**src/rtl/prl_tx_fsm.sv**
```systemverilog
`default_nettype none
// +----------------------------------------------------------------------------+
// | Module   : prl_tx_fsm                                                        |
// | Purpose  : USB-PD Protocol Layer transmit state machine (PRL_Tx). Accepts a  |
// |            message from the Policy Engine, stamps the MessageID into header  |
// |            bits [11:9], starts the PHY, waits for a matching GoodCRC from    |
// |            PRL_Rx, retries up to N_RETRY times and reports Sent, Error or    |
// |            Discarded back to the PE.                                         |
// | Ports    : CLK, reset (sync, active-high)                                    |
// |            PE side  : pe_tx_req, pe_tx_header[15:0], pe_tx_sent,             |
// |                       pe_tx_error, pe_tx_discarded                           |
// |            PHY side : phy_tx_start, phy_tx_header[15:0], phy_tx_done,        |
// |                       phy_tx_fail                                            |
// |            PRL_Rx   : rx_msg_rcvd, rx_goodcrc, rx_goodcrc_id[2:0]            |
// |            Control  : prl_layer_reset; status tx_busy, msg_id[2:0]           |
// | Revision : 1.0  initial release                                              |
// +----------------------------------------------------------------------------+
module prl_tx_fsm #(
  parameter int N_RETRY     = 2,
  parameter int CRC_TIMEOUT = 1000,
  parameter int TIMER_W     = 16
) (
  input  logic        CLK,
  input  logic        reset,
  input  logic        pe_tx_req,
  input  logic [15:0] pe_tx_header,
  input  logic        prl_layer_reset,
  input  logic        phy_tx_done,
  input  logic        phy_tx_fail,
  input  logic        rx_msg_rcvd,
  input  logic        rx_goodcrc,
  input  logic [2:0]  rx_goodcrc_id,
  output logic        phy_tx_start,
  output logic [15:0] phy_tx_header,
  output logic        pe_tx_sent,
  output logic        pe_tx_error,
  output logic        pe_tx_discarded,
  output logic        tx_busy,
  output logic [2:0]  msg_id
);

  // Retry counter must hold 0..N_RETRY inclusive.
  localparam int c_RETRY_W = (N_RETRY < 1) ? 1 : $clog2(N_RETRY + 1);

  typedef enum logic [3:0] {
    WAIT_REQ    = 4'd0,
    LAYER_RST   = 4'd1,
    CONSTRUCT   = 4'd2,
    WAIT_PHY    = 4'd3,
    WAIT_CRC    = 4'd4,
    MATCH_ID    = 4'd5,
    CHECK_RETRY = 4'd6,
    SENT        = 4'd7,
    TX_ERROR    = 4'd8,
    DISCARD     = 4'd9
  } state_t;

  state_t                 r_state;
  state_t                 w_next;
  logic [2:0]             r_msg_id;
  logic [c_RETRY_W-1:0]   r_retry;
  logic [TIMER_W-1:0]     r_timer;
  logic [15:0]            r_hdr;
  logic [2:0]             r_crc_id;
  logic [15:0]            w_hdr_stamped;
  logic                   w_retry_done;
  logic                   w_timeout;

  assign w_retry_done = (r_retry == c_RETRY_W'(N_RETRY));
  assign w_timeout    = (r_timer == TIMER_W'(CRC_TIMEOUT - 1));

  // Incoming header with the current MessageID spliced into [11:9].
  always_comb begin
    w_hdr_stamped       = pe_tx_header;
    w_hdr_stamped[11:9] = r_msg_id;
  end

  // State register
  always_ff @(posedge CLK) begin
    if (reset) begin
      r_state <= WAIT_REQ;
    end else begin
      r_state <= w_next;
    end
  end

  // Next-state and Moore output decode
  always_comb begin
    w_next          = r_state;
    phy_tx_start    = 1'b0;
    pe_tx_sent      = 1'b0;
    pe_tx_error     = 1'b0;
    pe_tx_discarded = 1'b0;
    tx_busy         = (r_state != WAIT_REQ);

    case (r_state)
      WAIT_REQ:    if (pe_tx_req) w_next = CONSTRUCT;
      LAYER_RST:   w_next = WAIT_REQ;
      CONSTRUCT: begin
        phy_tx_start = 1'b1;
        w_next       = WAIT_PHY;
      end
      WAIT_PHY: begin
        if (rx_msg_rcvd)      w_next = DISCARD;
        else if (phy_tx_fail) w_next = TX_ERROR;
        else if (phy_tx_done) w_next = WAIT_CRC;
      end
      WAIT_CRC: begin
        if (rx_goodcrc)       w_next = MATCH_ID;
        else if (rx_msg_rcvd) w_next = DISCARD;
        else if (w_timeout)   w_next = CHECK_RETRY;
      end
      MATCH_ID:    w_next = (r_crc_id == r_msg_id) ? SENT : CHECK_RETRY;
      CHECK_RETRY: w_next = w_retry_done ? TX_ERROR : CONSTRUCT;
      SENT: begin
        pe_tx_sent = 1'b1;
        w_next     = WAIT_REQ;
      end
      TX_ERROR: begin
        pe_tx_error = 1'b1;
        w_next      = WAIT_REQ;
      end
      DISCARD: begin
        pe_tx_discarded = 1'b1;
        w_next          = WAIT_REQ;
      end
      default:     w_next = WAIT_REQ;
    endcase

    // Protocol-layer reset overrides every transition and suppresses status.
    if (prl_layer_reset) w_next = LAYER_RST;
  end

  // Datapath: MessageID, retry count, CRC timer, header and GoodCRC id.
  always_ff @(posedge CLK) begin
    if (reset) begin
      r_msg_id <= 3'd0;
      r_retry  <= '0;
      r_timer  <= '0;
      r_hdr    <= 16'd0;
      r_crc_id <= 3'd0;
    end else if (r_state == LAYER_RST) begin
      r_msg_id <= 3'd0;
      r_retry  <= '0;
    end else if (!prl_layer_reset) begin
      case (r_state)
        WAIT_REQ: begin
          if (pe_tx_req) begin
            r_hdr   <= w_hdr_stamped;
            r_retry <= '0;
          end
        end
        CONSTRUCT: r_timer <= '0;
        WAIT_PHY: begin
          if (!rx_msg_rcvd && !phy_tx_fail && phy_tx_done) r_timer <= '0;
        end
        WAIT_CRC: begin
          r_timer <= r_timer + TIMER_W'(1);
          if (rx_goodcrc) r_crc_id <= rx_goodcrc_id;
        end
        CHECK_RETRY: begin
          if (!w_retry_done) r_retry <= r_retry + c_RETRY_W'(1);
        end
        // 3-bit counter wraps 7 -> 0 naturally.
        SENT, TX_ERROR, DISCARD: r_msg_id <= r_msg_id + 3'd1;
        default: ;
      endcase
    end
  end

  assign phy_tx_header = r_hdr;
  assign msg_id        = r_msg_id;

endmodule
`default_nettype wire

```
**config.mk**
```make
export PLATFORM = sky130hd
export DESIGN_NAME = prl_tx_fsm
export DESIGN_NICKNAME = d
export VERILOG_FILES = /design/src/rtl/prl_tx_fsm.sv
export SDC_FILE = /design/constraint.sdc
export NUM_CORES = 1
export LEC_CHECK = 0
export CORE_ASPECT_RATIO = 1.25
export CORE_UTILIZATION = 45
export CTS_BUF_LIST = sky130_fd_sc_hd__clkbuf_4 sky130_fd_sc_hd__clkbuf_8 sky130_fd_sc_hd__clkbuf_16
export DETAILED_ROUTE_END_ITERATION = 10
export PLACE_DENSITY_LB_ADDON = 0.1
export SLEW_MARGIN = 20
export SYNTH_ARGS = -nofsm -noshare
export SYNTH_HDL_FRONTEND = slang
export SYNTH_SLANG_ARGS = --single-unit
```
**constraint.sdc**
```tcl
create_clock -name CLK -period 1.75 [get_ports CLK]
set_clock_uncertainty 0.15 [all_clocks]
set_input_delay 0.2625 -clock CLK [delete_from_list [all_inputs] [get_ports CLK]]
set_output_delay 0.2625 -clock CLK [all_outputs]
set_load 0.005 [all_outputs]
```
==> flow_summary_export.csv <==
group,metric,value,unit
place,dpl_cell_area,3070,µm²
clocking,hold_buffers,0,
drt,drt_iter0_drc,215,
timing,setup_viol,24,
run_status,violations,"setup timing",
cells_and_area,seq_area,900,µm²
setup_path,cp_common_cell,"buf_6",
place,post-place-ws,-553,ps
logic_synthesis,synth_edf_count,0,
logic_synthesis,ys_seq_elements,44,
clocking,clock_path_buffers,2,
drt,vias,2413,
logic_synthesis,synth_area_per_cell,8.84,µm²
setup_path,crit_path_end_kind,"flip-flop",
global_routing,grt_usage,0.254,
cells_and_area,drive_gt1_frac,0.385,
clocking,numCtsBuffers,5,
global_routing,antenna_found_initial,0,
cells_and_area,multi_input_area,1540,µm²
drt,via_per_inst,5.77,
setup_path,rrSetupSlack,-210,ps
setup_path,cp_slowest_cell,"or4_4",
clocking,path_clk_slew,90,ps
setup_path,arrival,2050,ps
setup_path,crit_family,"simple AND/OR/NAND/NOR gates",
power,power.density,579,nW/µm²
timing,final.min_clock_period,1960,ps
logic_synthesis,synth_top_area_frac,0.392,
setup_path,critical_path.max_stage_delay,480,ps
drt,ant_nets,0,
clocking,root_buffer,"clkbuf_8",
global_routing,grt_max_degree,17,
setup_path,start_kind,"flip-flop",
logic_synthesis,synth-async-reset-ratio,0,
logic_synthesis,ys_types,47,
drt,drcViolationCount,0,
power,ir_worst_vdd,0.505,mV
global_routing,grt_pass1_wl,10400,µm
cells_and_area,antennaDiodeCount,0,
cells_and_area,finish.instance_area,3660,µm²
min_path,hold_class,"reg2reg",
setup_path,crit_type,"reg2reg",
clocking,htreeDepth,2,
floorplanning,boundaryPins,51,
logic_synthesis,mappedNetlistNets,284,
power,p_total,2.12,mW
logic_synthesis,ys.flop_type,"dfxtp_1",
floorplanning,die_y,81.0,µm
drt,drt-pass1-iter-count,4,
timing,fin_ws,-208,ps
timing,maxSlewViolCount,0,
logic_synthesis,yosysWarnings,0,
cells_and_area,area_growth,63.0,%
place,hpwlAfterDp,4250,µm
timing,fin_crit_sh,1.12,
floorplanning,start_util,0.471,
setup_path,worstPathCellList,"buf_6, nor3b_4, o221ai_2, buf_6, or4_4, a21oi_2",
clocking,clock_latency,310,ps
setup_path,cp.required,1840,ps
floorplanning,die_area,5280,µm²
logic_synthesis,synth_area_leaders,"dfxtp_1, mux2i_1, nor2_1",
flow_run,drv_cap,0,
logic_synthesis,synthCells,254,
place,port_buffers,47,
timing,max_freq,0.511,GHz
logic_synthesis,synthesis.area,2250,µm²
setup_path,path_max_fanout,6,
global_routing,grt_overflow_total,0,
logic_synthesis,yosys.area.top_type,"dfxtp_1",
place,gp_congestion,0.886,
timing,hold_viol_final,0,
clocking,cts_tree,"done",
global_routing,grt_pass1_vias,2385,
power,p_leak,1.47,nW
drt,wire_per_inst,17.1,µm
timing,rsz0062_at_grt,"true",
logic_synthesis,ys_seq_area_frac,0.392,
cells_and_area,final_nets,387,
timing,slew_headroom,0.756,
timing,hold_ws,343,ps
cells_and_area,nFillCells,334,
floorplanning,num_rows,28,
clocking,cts.sinks,44,
floorplanning,core,4760,µm²
floorplanning,die_w,65.2,µm
drt,wirelength,7150,µm
timing,worstMarginPinSlew,366,ps
setup_path,path_buf_inv,2,
run_status,status,"finished, violations left",
==> sequential cells by signal (all words and copies together), names as in the netlist <==
signal / cells
msg_id: 3
phy_tx_header: 16
r_crc_id: 3
r_retry: 2
r_state: 4
r_timer: 16
==> where the power goes <==
| part | switching [mW] | total [mW] | internal, mW |
|---|---|---|---|
| clock | 0.385 | 0.815 | 0.430 |
| combinational | 0.119 | 0.278 | 0.159 |
| sequential | 0.0132 | 1.03 | 1.01 |
| total | 0.517 | 2.12 | 1.60 |
==> tightest hold or removal path: cells and delay by family (launching register included) <==
kind / cells / cell delay (ps)
AO/OA/AOI/OAI: 2 / 130
flip-flops: 1 / 320
==> layout by cell type, fill, tap and decap left out, drive strengths merged, types with 2 or more instances in the layout <==
| cell type | count |
|---|---|
| mux2i | 23 |
| nand4b | 3 |
| nor4b | 3 |
| nor4 | 5 |
| o22ai | 2 |
| a31oi | 2 |
| nand2b | 5 |
| nor3b | 2 |
| nand3 | 7 |
| clkdlybuf4s50 | 41 |
| nand4bb | 2 |
| clkbuf | 6 |
| buf | 67 |
| ha | 3 |
| o21ai | 11 |
| nand2 | 10 |
| nand3b | 6 |
| or3b | 4 |
| nand4 | 3 |
| a21oi | 18 |
| xnor2 | 4 |
| or4 | 12 |
| or3 | 3 |
| dfxtp | 44 |
| inv | 11 |
| nor3 | 6 |
| nor2 | 31 |
| o31ai | 8 |
==> cell usage after synthesis, types with 3 or more instances <==
| cell | instances |
|---|---|
| nand2_1 | 10 |
| nand4_1 | 3 |
| ha_1 | 3 |
| mux2i_1 | 23 |
| nor3_1 | 6 |
| nand3b_1 | 6 |
| a21oi_1 | 18 |
| nand3_1 | 7 |
| nor2_1 | 31 |
| o21ai_0 | 10 |
| or3b_2 | 3 |
| dfxtp_1 | 44 |
| inv_1 | 10 |
| xnor2_1 | 4 |
| clkbuf_1 | 6 |
| nand2b_1 | 5 |
| o31ai_1 | 8 |
| nor4_1 | 3 |
| nand4b_1 | 3 |
| buf_2 | 7 |
| or3_1 | 3 |
| or4_1 | 11 |
==> metal layers <==
layer / routed length, µm / share of wire / vias to the layer above / track usage
met1: 2600 / 0.36 / 1123 / 0.280
li1: - / - / 1150 / -
met5: 0 / 0 / - / 0
met2: 3890 / 0.54 / 110 / 0.453
met4: 238 / 0.033 / 0 / 0.107
met3: 425 / 0.059 / 30 / 0.0730
==> cell type report <==
cell class | instances | share of cell area
inverters | 10 | 0.0103
clock inverters | 3 | 0.0126
flip-flops and latches | 44 | 0.246
multi-input cells | 186 | 0.420
repair buffers | 110 | 0.272
well taps | 60 | 0.0205
clock buffers | 5 | 0.0188
==> final timing paths <==
path	from	end	cells after the start
setup / recovery	r_state[2]$_SDFFE_PP0P_	r_timer[9]$_SDFFE_PP0P_	6
hold reg to reg	r_retry[0]$_SDFFE_PP0P_	r_retry[0]$_SDFFE_PP0P_	2
hold / removal	r_retry[0]$_SDFFE_PP0P_	r_retry[0]$_SDFFE_PP0P_	2
setup reg to reg	r_state[2]$_SDFFE_PP0P_	r_timer[9]$_SDFFE_PP0P_	6
==> stage by stage <==
stage	utilization	TNS, ps	std cells
5_1_grt	0.768	-4790	418
2_1_floorplan	-	-2.54	254
3_3_place_gp	0.644	-9000	391
3_5_place_dp	0.644	-9740	391
6_report	0.768	-2700	418
4_1_cts	0.710	-1400	411
==> what timing repair did <==
item                       CTS  global route
pin swaps                   11            23
cloned                       0             1
setup endpoints to repair   25            49
buffers inserted            12             6
gates resized for setup     47            59
==> cells by family (layout without fill, tap and decap cells) <==
kind of cell,Yosys count,in the layout,synth area share
flops,44,44,0.392
simple gates,106,106,0.291
buf+inv,24,128,0.0457
compound gates,49,49,0.133
xor+xnor,5,5,0.0195
mux,23,23,0.103
fa+ha+maj,3,3,0.0167
No activity file was read; power rests on OpenSTA's default activity.
